## config.mk

```make
export PLATFORM = sky130hd
export DESIGN_NAME = router_reg_nch_flat
export DESIGN_NICKNAME = d
export VERILOG_FILES = /design/src/rtl/router_reg_nch_if.sv /design/src/rtl/router_reg_nch.sv /design/src/flat_wrapper.sv
export SDC_FILE = /design/constraint.sdc
export NUM_CORES = 1
export LEC_CHECK = 0
export ABC_AREA = 1
export CORE_AREA = 2 2 101 64
export CTS_BUF_LIST = sky130_fd_sc_hd__clkbuf_2 sky130_fd_sc_hd__clkbuf_4 sky130_fd_sc_hd__clkbuf_8
export CTS_CLUSTER_SIZE = 14
export DETAILED_ROUTE_END_ITERATION = 6
export DIE_AREA = 0 0 103 66
export PLACE_DENSITY = 0.81
export SKIP_CTS_REPAIR_TIMING = 1
export SYNTH_ARGS = -nofsm -noshare
export SYNTH_HDL_FRONTEND = slang
export SYNTH_SLANG_ARGS = --single-unit
```

## constraint.sdc

```tcl
create_clock -name clock -period 1.6 [get_ports clock]
set_input_delay 0.32 -clock clock [delete_from_list [all_inputs] [get_ports clock]]
set_output_delay 0.32 -clock clock [all_outputs]
set_load 0.01 [all_outputs]
```

## src/rtl/router_reg_nch_if.sv

```systemverilog
// Bus between the router FSM/input port and the router datapath register block.
// The slave side is the register block; the master side drives the byte stream
// and FSM strobes and observes the FIFO write data and packet status.
interface router_reg_nch_if #(
  parameter int DATA_W    = 8,
  parameter int ERR_CNT_W = 8
);
  logic                 pkt_valid;
  logic [DATA_W-1:0]    data_in;
  logic                 fifo_full;
  logic                 detect_add;
  logic                 lfd_state;
  logic                 ld_state;
  logic                 laf_state;
  logic                 full_state;
  logic                 rst_int_reg;
  logic [DATA_W-1:0]    dout;
  logic                 parity_done;
  logic                 low_pkt_valid;
  logic                 err;
  logic                 len_err;
  logic                 pkt_done;
  logic [ERR_CNT_W-1:0] err_cnt;

  modport master (
    output pkt_valid, data_in, fifo_full,
    output detect_add, lfd_state, ld_state, laf_state, full_state, rst_int_reg,
    input  dout, parity_done, low_pkt_valid, err, len_err, pkt_done, err_cnt
  );

  modport slave (
    input  pkt_valid, data_in, fifo_full,
    input  detect_add, lfd_state, ld_state, laf_state, full_state, rst_int_reg,
    output dout, parity_done, low_pkt_valid, err, len_err, pkt_done, err_cnt
  );
endinterface

```

## src/rtl/router_reg_nch.sv

```systemverilog
// Datapath register block of a 1xN packet router: captures the header,
// forwards header/payload/parity bytes to the channel FIFO write bus, holds
// the byte refused by a full FIFO, and checks parity and payload length once
// per packet with a saturating error counter.
module router_reg_nch #(
  parameter int DATA_W    = 8,
  parameter int ADDR_W    = 2,
  parameter int NUM_CH    = 3,
  parameter int CHECK_LEN = 1,
  parameter int ERR_CNT_W = 8
) (
  input  logic           clock,
  input  logic           resetn,
  router_reg_nch_if.slave bus
);
  localparam int LEN_W = DATA_W - ADDR_W;

  logic [DATA_W-1:0]    header_reg;
  logic [DATA_W-1:0]    hold_reg;
  logic [DATA_W-1:0]    int_par;
  logic [DATA_W-1:0]    pkt_par;
  logic [LEN_W:0]       pay_cnt;
  logic [DATA_W-1:0]    dout_reg;
  logic                 parity_done_reg;
  logic                 low_pkt_valid_reg;
  logic                 err_reg;
  logic                 len_err_reg;
  logic                 pkt_done_reg;
  logic                 chk_armed;
  logic [ERR_CNT_W-1:0] err_cnt_reg;

  logic [31:0] dest_ext;
  logic        header_ok;
  logic        payload_take;
  logic        check_fire;
  logic        par_mismatch;
  logic        len_mismatch;

  assign dest_ext     = 32'(bus.data_in[ADDR_W-1:0]);
  assign header_ok    = bus.detect_add && bus.pkt_valid && (dest_ext < 32'(NUM_CH));
  assign payload_take = bus.ld_state && bus.pkt_valid && !bus.full_state;
  assign check_fire   = parity_done_reg && !chk_armed;
  assign par_mismatch = (int_par != pkt_par);
  assign len_mismatch = (CHECK_LEN != 0) &&
                        (pay_cnt != {1'b0, header_reg[DATA_W-1:ADDR_W]});

  // Capture the header only when its destination names an existing channel.
  always_ff @(posedge clock) begin
    if (!resetn)        header_reg <= '0;
    else if (header_ok) header_reg <= bus.data_in;
  end

  // Running parity over header and accepted payload bytes.
  always_ff @(posedge clock) begin
    if (!resetn)             int_par <= '0;
    else if (bus.detect_add) int_par <= '0;
    else if (bus.lfd_state)  int_par <= int_par ^ header_reg;
    else if (payload_take)   int_par <= int_par ^ bus.data_in;
  end

  // Payload byte counter, saturating so an overlong packet still reports a length error.
  always_ff @(posedge clock) begin
    if (!resetn)                           pay_cnt <= '0;
    else if (bus.detect_add)               pay_cnt <= '0;
    else if (payload_take && pay_cnt != '1) pay_cnt <= pay_cnt + 1'b1;
  end

  // Parity byte as sent by the source, and the byte a full FIFO refused.
  always_ff @(posedge clock) begin
    if (!resetn) begin
      pkt_par  <= '0;
      hold_reg <= '0;
    end else begin
      if (bus.detect_add)                   pkt_par <= '0;
      else if (bus.ld_state && !bus.pkt_valid) pkt_par <= bus.data_in;
      if (bus.ld_state && bus.fifo_full)    hold_reg <= bus.data_in;
    end
  end

  // FIFO write data: header on lfd, live byte when the FIFO accepts, held byte after a stall.
  always_ff @(posedge clock) begin
    if (!resetn)                                 dout_reg <= '0;
    else if (header_ok)                          dout_reg <= dout_reg;
    else if (bus.lfd_state)                      dout_reg <= header_reg;
    else if (bus.ld_state && !bus.fifo_full)     dout_reg <= bus.data_in;
    else if (bus.ld_state && bus.fifo_full)      dout_reg <= dout_reg;
    else if (bus.laf_state)                      dout_reg <= hold_reg;
  end

  // Sticky flags marking that the parity byte was seen and that it reached the FIFO.
  always_ff @(posedge clock) begin
    if (!resetn) begin
      low_pkt_valid_reg <= 1'b0;
      parity_done_reg   <= 1'b0;
    end else begin
      if (bus.rst_int_reg)                     low_pkt_valid_reg <= 1'b0;
      else if (bus.ld_state && !bus.pkt_valid) low_pkt_valid_reg <= 1'b1;

      if ((bus.ld_state && !bus.fifo_full && !bus.pkt_valid) ||
          (bus.laf_state && low_pkt_valid_reg && !parity_done_reg))
        parity_done_reg <= 1'b1;
      else if (bus.detect_add)
        parity_done_reg <= 1'b0;
    end
  end

  // One-shot packet check; a coincident detect_add lets the check finish and re-arms for the next packet.
  always_ff @(posedge clock) begin
    if (!resetn) begin
      err_reg      <= 1'b0;
      len_err_reg  <= 1'b0;
      pkt_done_reg <= 1'b0;
      chk_armed    <= 1'b0;
      err_cnt_reg  <= '0;
    end else begin
      pkt_done_reg <= check_fire;
      if (bus.detect_add)   chk_armed <= 1'b0;
      else if (check_fire)  chk_armed <= 1'b1;
      if (check_fire) begin
        err_reg     <= par_mismatch;
        len_err_reg <= len_mismatch;
        if ((par_mismatch || len_mismatch) && err_cnt_reg != '1)
          err_cnt_reg <= err_cnt_reg + 1'b1;
      end else if (bus.detect_add) begin
        err_reg     <= 1'b0;
        len_err_reg <= 1'b0;
      end
    end
  end

  assign bus.dout          = dout_reg;
  assign bus.parity_done   = parity_done_reg;
  assign bus.low_pkt_valid = low_pkt_valid_reg;
  assign bus.err           = err_reg;
  assign bus.len_err       = len_err_reg;
  assign bus.pkt_done      = pkt_done_reg;
  assign bus.err_cnt       = err_cnt_reg;
endmodule
```

## src/flat_wrapper.sv

```systemverilog
// flat-port wrapper written by rule: the top's interface ports become plain ports
module router_reg_nch_flat 
#(
  parameter int DATA_W    = 8,
  parameter int ADDR_W    = 2,
  parameter int NUM_CH    = 3,
  parameter int CHECK_LEN = 1,
  parameter int ERR_CNT_W = 8
)
  (clock, resetn, bus_pkt_valid, bus_data_in, bus_fifo_full, bus_detect_add, bus_lfd_state, bus_ld_state, bus_laf_state, bus_full_state, bus_rst_int_reg, bus_dout, bus_parity_done, bus_low_pkt_valid, bus_err, bus_len_err, bus_pkt_done, bus_err_cnt);
  router_reg_nch_if #(.DATA_W(DATA_W), .ERR_CNT_W(ERR_CNT_W)) bus_i ();
  input  logic clock;
  input  logic resetn;
  input wire logic [$bits(bus_i.pkt_valid)-1:0] bus_pkt_valid;
  input wire logic [$bits(bus_i.data_in)-1:0] bus_data_in;
  input wire logic [$bits(bus_i.fifo_full)-1:0] bus_fifo_full;
  input wire logic [$bits(bus_i.detect_add)-1:0] bus_detect_add;
  input wire logic [$bits(bus_i.lfd_state)-1:0] bus_lfd_state;
  input wire logic [$bits(bus_i.ld_state)-1:0] bus_ld_state;
  input wire logic [$bits(bus_i.laf_state)-1:0] bus_laf_state;
  input wire logic [$bits(bus_i.full_state)-1:0] bus_full_state;
  input wire logic [$bits(bus_i.rst_int_reg)-1:0] bus_rst_int_reg;
  output wire logic [$bits(bus_i.dout)-1:0] bus_dout;
  output wire logic [$bits(bus_i.parity_done)-1:0] bus_parity_done;
  output wire logic [$bits(bus_i.low_pkt_valid)-1:0] bus_low_pkt_valid;
  output wire logic [$bits(bus_i.err)-1:0] bus_err;
  output wire logic [$bits(bus_i.len_err)-1:0] bus_len_err;
  output wire logic [$bits(bus_i.pkt_done)-1:0] bus_pkt_done;
  output wire logic [$bits(bus_i.err_cnt)-1:0] bus_err_cnt;
  assign bus_i.pkt_valid = bus_pkt_valid;
  assign bus_i.data_in = bus_data_in;
  assign bus_i.fifo_full = bus_fifo_full;
  assign bus_i.detect_add = bus_detect_add;
  assign bus_i.lfd_state = bus_lfd_state;
  assign bus_i.ld_state = bus_ld_state;
  assign bus_i.laf_state = bus_laf_state;
  assign bus_i.full_state = bus_full_state;
  assign bus_i.rst_int_reg = bus_rst_int_reg;
  assign bus_dout = bus_i.dout;
  assign bus_parity_done = bus_i.parity_done;
  assign bus_low_pkt_valid = bus_i.low_pkt_valid;
  assign bus_err = bus_i.err;
  assign bus_len_err = bus_i.len_err;
  assign bus_pkt_done = bus_i.pkt_done;
  assign bus_err_cnt = bus_i.err_cnt;
  router_reg_nch #(.DATA_W(DATA_W), .ADDR_W(ADDR_W), .NUM_CH(NUM_CH), .CHECK_LEN(CHECK_LEN), .ERR_CNT_W(ERR_CNT_W)) u_core (.clock(clock), .resetn(resetn), .bus(bus_i));
endmodule
```

# After elaboration in Yosys (flattened, before gate mapping)
# Cells that the tools add are included.
[classes]
magnitude_cmp = 1
add_sub_neg = 2
bitwise = 4
eq_ne = 5
n_mux = 10
n_reduce_logical = 28
[ops]
columns = ["operator", "n"]
rows = [
  ["$mux 8", 6],
  ["$xor 8x8->8", 2],
  ["$logic_and 1x1->1", 13],
  ["$add 8x1->8 const B", 1],
  ["$ne 8x8->1", 1],
  ["$ne 8x8->1 const B", 1],
  ["$add 7x1->7 const B", 1],
  ["$ne 7x6->1", 1],
  ["$ne 7x7->1 const B", 1],
  ["$reduce_bool 2->1", 3],
  ["$logic_not 1->1", 5],
  ["$mux 1", 4],
  ["$reduce_or 2->1", 2],
  ["$ne 3x3->1 const B", 1],
  ["$reduce_and 3->1", 1],
  ["$reduce_bool 3->1", 1],
  ["$logic_or 1x1->1", 2],
  ["$lt 2x2->1 const B", 1],
  ["$not 1->1", 2],
  ["$reduce_and 2->1", 1],
]
[totals]
reg_bits = 61
output_inout_bits = 21
inputBits = 18

# Depth between registers and ports, before layout
# Gate-level depths: netlist of the first run.
[logic_depth]
word_depth = 5
depth_mapped = 13
depth_no_buf = 12

# Least setup slack after synthesis of the first run
# Ideal clock, no wire load.
[synth_path]
path_kind = "register to register"
startpoint = "register u_core.err_cnt_reg[0] (netlist: u_core.bus.err_cnt[0])"
endpoint = "register u_core.err_cnt_reg[3] (netlist: u_core.bus.err_cnt[3])"
n_path_buf = 0
t_required_ns = 1.485
path_stages_with_launch = 9
setup_time_ns = 0.115
arrival_ns = 1.353
slack_ns = 0.132
path_cell_list = "dfxtp_1 ha_1 nand2_1 nor3_2 nand3_2 inv_2 nor2_1 a21oi_1 nor2_1"
[synth_between]
elab_chain_cells = 3
[synth_lines]
columns = ["item", "line_no", "text"]
rows = [
  ["from (decl)", "router_reg_nch.sv:30", "logic [ERR_CNT_W-1:0] err_cnt_reg;"],
  ["from (signal assigned)", "router_reg_nch.sv:123", "err_cnt_reg <= err_cnt_reg + 1'b1;"],
  ["branches (longest 3 deep; another with $add 8x1->8)", "n/a", ""],
]
# Parallel ways; which one is timed is not known.
# A chain may end at the register's enable or synchronous reset.

# Final worst setup path of the first run
[layout_path]
startpoint = "register u_core.dout_reg[7] (netlist: u_core.bus.dout[7])"
endpoint = "output port bus_dout[7]"
[layout_rtl]
columns = ["item", "line_no", "text"]
rows = [
  ["from (decl)", "router_reg_nch.sv:23", "logic [DATA_W-1:0] dout_reg;"],
  ["from (signal assigned)", "router_reg_nch.sv:83", "else if (header_ok) dout_reg <= dout_reg;"],
  ["from (signal assigned)", "router_reg_nch.sv:84", "else if (bus.lfd_state) dout_reg <= header_reg;"],
  ["from (signal assigned)", "router_reg_nch.sv:85", "else if (bus.ld_state && !bus.fifo_full) dout_reg <= bus.data_in;"],
  ["to (decl)", "flat_wrapper.sv:23", "output wire logic [$bits(bus_i.dout)-1:0] bus_dout;"],
]
# No word-level cell between the ends.

==> impl_metrics.toml, run 1 <==
[timing]
setup_violations = 0
fin_crit_sh_pct = 97.3
finalWorstSetupSlack_ns = 0.0428
max_slew_margin_pct = 65.6
max_freq_mhz = 642
fin_setup_tns_ns = 0
rsz0062_at_grt = "false"
min_period_ns = 1.56
finClkSkew_ns = 0.00780
finalHoldViolCount = 0
slew_violations = 0
worst_pin_slew_ns = 0.515

[clocking]
htreeDepth = 3
clockBufferDepth = 2
cts_tree = "yes"
cts_buffers = 9
cts_num_sinks = 61
clkLatencyLatePin_ns = 0.34
clkSlewWorstSetupHoldPaths_ns = 0.07
cts_root_buffer = "clkbuf_8"

[worst_setup_path]
slowest_stage = "clkdlybuf4s50_1"
cpPeakStageDelay_ns = 0.54
worst-endpoint-arrival_ns = 1.24
crit_buf_inv = 1
cp-end-kind = "primary output"
crit_path_start_kind = "register"
cp_max_fo = 2
critical_path.top_delay_family = "buffers and inverters"
r2r_slack_ns = 0.11
crit_required_ns = 1.28
crit_type = "reg -> out"
path_cells = "clkdlybuf4s50_1"

[synthesis]
ys_ff_latch = 61
ys_seq_area_share_pct = 42.5
synth_compound_area_share_pct = 19.5
syn_nets = 448
yosys.area_share.simple_pct = 27.0
synthCells = 428
yosys-mux-area-fraction_pct = 0
synth_top_area_share_pct = 42.5
synth.top_cells.by_area = "dfxtp_1 43%, nand2_1 13%, o21ai_0 10%"
synth.largest_area_cell = "dfxtp_1"
yosysWarnings = 0
synth_top_family_by_area = "simple AND/OR/NAND/NOR gates"
yosysUniqueCellTypes = 26
synth-xor-area-share_pct = 0.915
synth_area_per_cell_um2 = 6.71
netlist_area_mm2 = 0.00287
yosys.area_share.adder_pct = 0.871

[layout]
diodes = 0
finalNonFillerCells = 581
area_growth_pct = 31.1
fill_cells = 529
ff_latch_area_mm2 = 0.00123
multiInputGateArea_mm2 = 0.00143
nets = 512
final_area_mm2 = 0.00376
drive_gt1_share_pct = 13.7

[place]
pre_cts_ws_ns = -0.288
gp_congestion = 0.846
io_buffers = 38
hpwl_mm = 5.73
dp.cells = 565
dpl_cell_area_mm2 = 0.00351

[outcome]
status = "finished, final reports clean"

[hold_path]
hold_path.class = "reg -> reg"

[global_routing]
antenna_found_initial = 0
grt_pass1_vias = 2673
grt_max_degree = 34
overflow = 0
grt_pass1_wl_mm = 12.7
grt_util_all_layers_pct = 24.8

[drt]
routed_via_density = 5.34
wl_mm = 8.01
drcViolationCount = 0
first_iter_violations = 222
dr.pass1.iters = 5
num_vias = 3100
detail_route.wl_per_cell_um = 13.8
final_antenna_net_count = 0

[floorplanning]
dieHeight_um = 66
io_pins = 39
start_util_pct = 48.7
die-width_um = 103
rows = 22
core_mm2 = 0.00589
die_area_mm2 = 0.00680

[flow_run]
cap_violations = 0

[power_and_ir_drop]
power_density_mw_per_mm2 = 890
p_leak_nw = 1.77
irDropWorstVdd_uv = 543
p_total_mw = 3.35
stage by stage:
stage / util, % / hold WS (ns)
2_1_floorplan: - / 0.392
3_3_place_gp: 59.6 / 0.451
3_5_place_dp: 59.6 / 0.460
4_1_cts: 62.4 / 0.470
5_1_grt: 63.9 / 0.487
6_report: 63.9 / 0.470
kinds of logic after synthesis:
| group | Yosys count |
|---|---|
| and+or+nand+nor | 191 |
| adders and majority gates | 2 |
| buffers and inverters | 64 |
| xor gates and xnor gates | 3 |
| DFF | 61 |
| AOI/OAI and AO/OA | 107 |
routing by layer:
metal	track usage [%]	share of wire, %	routed length [µm]
met2	37.3	44	3550
met5	0	0	0
met3	7.93	8.6	687
met4	8.72	1.2	93
met1	33.6	46	3680
final timing paths:
path / startpoint / to / cells past startpoint
max: u_core.bus.dout[7] / bus_dout[7] / 1
min: u_core.pkt_par[5] / u_core.pkt_par[5] / 2
max reg2reg: u_core.bus.err_cnt[1] / u_core.bus.err_cnt[3] / 8
min reg2reg: u_core.pkt_par[5] / u_core.pkt_par[5] / 2
power breakdown:
part | switching (mW) | leakage, nW | internal, mW
Combinational | 0.295 | 1.18 | 0.237
Sequential | 0.0519 | 0.502 | 1.59
Clock | 0.593 | 0.0897 | 0.585
final cells by class:
cell class | instances | share of cell area (%)
inverters | 54 | 5.39
flip-flops and latches | 61 | 32.7
repair buffers | 63 | 16.6
clock buffers | 11 | 3.69
well taps | 84 | 2.79
clock inverters | 5 | 0.731
multi-input cells | 303 | 38.1
cell usage after synthesis, drive strengths merged:
master  instances
a21oi          34
a31oi           8
buf             6
clkbuf          4
clkinv          1
dfxtp          61
ha              2
inv            53
nand2         104
nand3          20
nand4           2
nor2           62
nor3            2
nor3b           1
o21ai          64
o221ai          1
xnor2           3
cells in the final DEF (no fill, tap or decap), drive strengths merged, types with 12 or more instances in the layout:
master / instances
nor2: 62
o21ai: 64
nand3: 20
dfxtp: 61
clkdlybuf4s50: 26
dlymetal6s2s: 12
a21oi: 34
buf: 25
nand2: 104
inv: 53
Power figures use the tool's default switching activity.
==> run 2, diff against run 1 <==
--- a/config.mk
+++ b/config.mk
@@ -6,12 +6,13 @@
 export NUM_CORES = 1
 export LEC_CHECK = 0
 export ABC_AREA = 1
-export CORE_AREA = 2 2 101 64
+export CORE_AREA = 2 2 95 60
 export CTS_BUF_LIST = sky130_fd_sc_hd__clkbuf_2 sky130_fd_sc_hd__clkbuf_4 sky130_fd_sc_hd__clkbuf_8
 export CTS_CLUSTER_SIZE = 14
 export DETAILED_ROUTE_END_ITERATION = 6
-export DIE_AREA = 0 0 103 66
-export PLACE_DENSITY = 0.81
+export DIE_AREA = 0 0 97 62
+export GPL_TIMING_DRIVEN = 1
+export PLACE_DENSITY = 0.89
 export SKIP_CTS_REPAIR_TIMING = 1
 export SYNTH_ARGS = -nofsm -noshare
 export SYNTH_HDL_FRONTEND = slang
==> run 2 against run 1 <==
Total power up 3.1%. Maximum frequency shrank 1.2%. Combinational power is 1% higher. Sequential power barely moved. Core utilization increased by 7.6 points. Sequential cell count unchanged. Critical endpoint is now u_core.bus.err_cnt[3].
==> impl_metrics.toml, run 2 (synthesis gave the netlist of run 1 again) <==
[floorplanning]
die-width_um = 97
core_mm2 = 0.00528
rows = 21
start_util_pct = 54.4
die_area_mm2 = 0.00601
io_pins = 39
dieHeight_um = 62

[global_routing]
grt_pass1_wl_mm = 12.3
overflow = 0
grt_util_all_layers_pct = 27.1
grt_pass1_vias = 2687
antenna_found_initial = 0
grt_max_degree = 34

[timing]
whs_ns = 0.473
finClkSkew_ns = 0.0150
max_slew_margin_pct = 66.9
fin_setup_tns_ns = 0
finalWorstSetupSlack_ns = 0.0238
slew_violations = 0
worst_pin_slew_ns = 0.495
fin_crit_sh_pct = 98.5
setup_violations = 0
max_freq_mhz = 634
min_period_ns = 1.58
finalHoldViolCount = 0

[layout]
diodes = 0
layout_commonest_cell = "nand2_1"
final_area_mm2 = 0.00377
final_core_util_pct = 71.5
nets = 516
final_cell_mix = "100 x nand2_1, 59 x nor2_1, 57 x o21ai_0"
fill_cells = 418
drive_gt1_share_pct = 15.2
finalNonFillerCells = 570
area_growth_pct = 31.5

[place]
hpwl_mm = 5.63
io_buffers = 38
gp_congestion = 0.869
dp.cells = 553
pre_cts_ws_ns = -0.241
dpl_cell_area_mm2 = 0.00350

[drt]
first_iter_violations = 242
final_antenna_net_count = 0
drcViolationCount = 0
num_vias = 3056
dr.pass1.iters = 6
detail_route.wl_per_cell_um = 14.4
routed_via_density = 5.36
wl_mm = 8.21

[clocking]
htreeDepth = 3
cts_num_sinks = 61
clkSlewWorstSetupHoldPaths_ns = 0.07
cts_tree = "yes"
clkLatencyLatePin_ns = 0.35
clockBufferDepth = 2
cts_root_buffer = "clkbuf_8"
cts_buffers = 9

[worst_setup_path]
cp-end-kind = "register"
worst-endpoint-arrival_ns = 1.85
cp_max_fo = 5
crit_required_ns = 1.87
crit_path_start_kind = "register"
crit_type = "reg -> reg"

[power_and_ir_drop]
p_total_mw = 3.45
power_density_mw_per_mm2 = 915
irDropWorstVdd_uv = 507
p_leak_nw = 1.77

[outcome]
status = "finished, final reports clean"

[flow_run]
cap_violations = 0

[hold_path]
hold_path.class = "reg -> reg"
## run 2: changes by cell type in the layout (fill, tap and decap cells not counted), moves of 2 or more
cell	change
nand2_2	+2
dfxtp_1	-2
clkbuf_4	+2
buf_4	+5
clkbuf_8	+2
dlymetal6s2s_1	-2
clkinv_2	-3
clkdlybuf4s50_1	+2
nand2_1	-2
dfxtp_2	+2
## run 2: power by group
group / switching [mW] / internal [mW] / total, mW
sequential: 0.0475 / 1.59 / 1.64
clock: 0.563 / 0.715 / 1.28
combinational: 0.299 / 0.239 / 0.538
## run 2: area by class of cell
| cell class | count | area [µm²] | share of cell area (%) |
|---|---|---|---|
| multi-input combinational | 303 | 1430 | 37.9 |
| sequential | 61 | 1230 | 32.7 |
| inverter | 54 | 203 | 5.37 |
| clock inverter | 1 | 5.00 | 0.133 |
| timing repair buffer | 67 | 636 | 16.8 |
| clock buffer | 15 | 181 | 4.81 |
| tap | 69 | 86.3 | 2.29 |
## run 2: worst paths after layout
kind | startpoint | end | slack, ns | cells after the start
worst max register to register | u_core.bus.err_cnt[1] | u_core.bus.err_cnt[3] | 0.02 | 9
worst min register to register | u_core.pkt_par[5] | u_core.pkt_par[5] | 0.47 | 2
worst max-delay path | u_core.bus.err_cnt[1] | u_core.bus.err_cnt[3] | 0.02 | 9
worst min-delay path | u_core.pkt_par[5] | u_core.pkt_par[5] | 0.47 | 2
## run 2: critical path, stage by stage, from the launching register on
cell and delay [ns]:
dfxtp_2 0.34, ha_2 0.19, nand2_1 0.12, nor3_4 0.29, nand3_4 0.14, inv_2 0.09, nor2_1 0.06, nand3_1 0.09
nand2_1 0.06, nor2_1 0.11
## run 2: per-layer routing
layer	track usage (%)	wire, µm
met5	0	0
met4	9.05	123
met3	9.96	667
met2	44.1	3650
met1	34.3	3780
==> run 3, diff against run 2 <==
==> constraint.sdc (replaced) <==
create_clock -name clock -period 1.8 [get_ports clock]
set_input_delay 0.36 -clock clock [delete_from_list [all_inputs] [get_ports clock]]
set_output_delay 0.36 -clock clock [all_outputs]
set_load 0.01 [all_outputs]
==> run 3 against run 2 <==
Core utilization shrank 3.3 points. Via count shrank 0.13%. Clock-buffer cell count shrank 2. Cell count shrank 2.8%. Clock power shrank 8%. Setup slack gained 0.0022 ns. Design area shrank 4.6%. Sequential cell count is the same. Sequential power shrank 11%. Largest cell class unchanged. Largest power group unchanged. Highest routed layer unchanged.
==> impl_metrics.toml, run 3 (synthesis gave the netlist of run 1 again) <==
[floorplanning]
die-width_um = 97
io_pins = 39
start_util_pct = 54.4
die_area_mm2 = 0.00601
rows = 21
dieHeight_um = 62
core_mm2 = 0.00528

[power_and_ir_drop]
irDropWorstVdd_uv = 503
p_total_mw = 3.09
power_density_mw_per_mm2 = 859
p_leak_nw = 1.51

[clocking]
cts_root_buffer = "clkbuf_8"
clkSlewWorstSetupHoldPaths_ns = 0.07
clkLatencyLatePin_ns = 0.35
cts_num_sinks = 61
cts_tree = "yes"
cts_buffers = 9
clockBufferDepth = 2
htreeDepth = 3

[worst_setup_path]
slowest_stage = "clkdlybuf4s50_1"
critical_path.top_delay_family = "buffers and inverters"
cp-end-kind = "primary output"
crit_type = "reg -> out"
rr_worst_depth = 8
path_depth = 1
worst-endpoint-arrival_ns = 1.41
cp_max_fo = 6
cpPeakStageDelay_ns = 0.59
crit_required_ns = 1.44
path_cells = "clkdlybuf4s50_1"
crit_path_start_kind = "register"
crit_buf_inv = 1

[timing]
finalWorstSetupSlack_ns = 0.0260
fin_crit_sh_pct = 98.6
rsz0062_at_grt = "false"
finalHoldViolCount = 0
min_period_ns = 1.77
slew_violations = 0
setup_violations = 0
max_freq_mhz = 564
finClkSkew_ns = 0.0114
worst_pin_slew_ns = 0.519
max_slew_margin_pct = 65.4

[layout]
layout_commonest_cell = "nand2_1"
final_cell_mix = "102 x nand2_1, 61 x nor2_1, 61 x dfxtp_1"
diodes = 0
fill_cells = 444
area_growth_pct = 25.4
drive_gt1_share_pct = 8.87
finalNonFillerCells = 554
nets = 500

[drt]
wl_mm = 7.94
dr.pass1.iters = 6
first_iter_violations = 336
routed_via_density = 5.51
num_vias = 3052
drcViolationCount = 0
detail_route.wl_per_cell_um = 14.3
final_antenna_net_count = 0

[global_routing]
antenna_found_initial = 0
grt_util_all_layers_pct = 27.3
grt_max_degree = 34
overflow = 0
grt_pass1_wl_mm = 12.6
grt_pass1_vias = 2696

[flow_run]
cap_violations = 0

[place]
pre_cts_ws_ns = -0.0760
hpwl_mm = 5.61
io_buffers = 38
gp_congestion = 0.897
dp.cells = 538

[hold_path]
hold_path.class = "reg -> reg"
min_path_cells = 2

[outcome]
status = "finished, final reports clean"
## run 3: changes by cell type in the layout (fill, tap and decap cells not counted), sizes merged
cell and change:
dlymetal6s2s -9, buf -16, clkbuf -2, clkinv +1
clkinvlp +1, clkdlybuf4s50 +9
## run 3: layout make-up
cell class              count  area [µm²]  area share, %
flip-flops and latches     61        1220           33.9
clock buffers              13         179           4.97
clock inverters             3        17.5          0.487
inverters                  54         203           5.63
multi-input cells         303        1390           38.5
repair buffers             51         505           14.0
well taps                  69        86.3           2.40
## run 3: metrics by stage
| stage | cell area [µm²] | setup TNS [ns] | hold WS, ns | utilization (%) |
|---|---|---|---|---|
| 4_1_cts | 3600 | 0 | 0.475 | 68.1 |
| 6_report | 3600 | 0 | 0.471 | 68.2 |
| 5_1_grt | 3600 | 0 | 0.500 | 68.2 |
| 3_5_place_dp | 3400 | -0.397 | 0.462 | 64.4 |
| 2_1_floorplan | 2870 | 0 | 0.432 | - |
| 3_3_place_gp | 3400 | 0 | 0.452 | 64.4 |
## run 3: path summary, 6_finish.rpt
check                        startpoint                     to  slack (ns)
hold reg to reg       u_core.pkt_par[4]      u_core.pkt_par[4]        0.47
hold / removal        u_core.pkt_par[4]      u_core.pkt_par[4]        0.47
setup / recovery  u_core.bus.err_cnt[2]         bus_err_cnt[2]        0.03
setup reg to reg  u_core.bus.err_cnt[1]  u_core.bus.err_cnt[4]        0.13
## run 3: routing by layer
metal | GRT usage, % | vias to the layer above | share of wire [%]
met2 | 44.2 | 168 | 43
met3 | 8.28 | 33 | 12
met5 | 0 | - | 0
met4 | 10.7 | 0 | 2.7
li1 | - | 1486 | -
met1 | 35.5 | 1365 | 43
## run 3: power breakdown
part / total [mW] / switching [mW] / internal [mW] / leakage [nW]
logic: 0.451 / 0.256 / 0.195 / 0.915
registers: 1.46 / 0.0459 / 1.41 / 0.498
clock network: 1.18 / 0.536 / 0.645 / 0.101
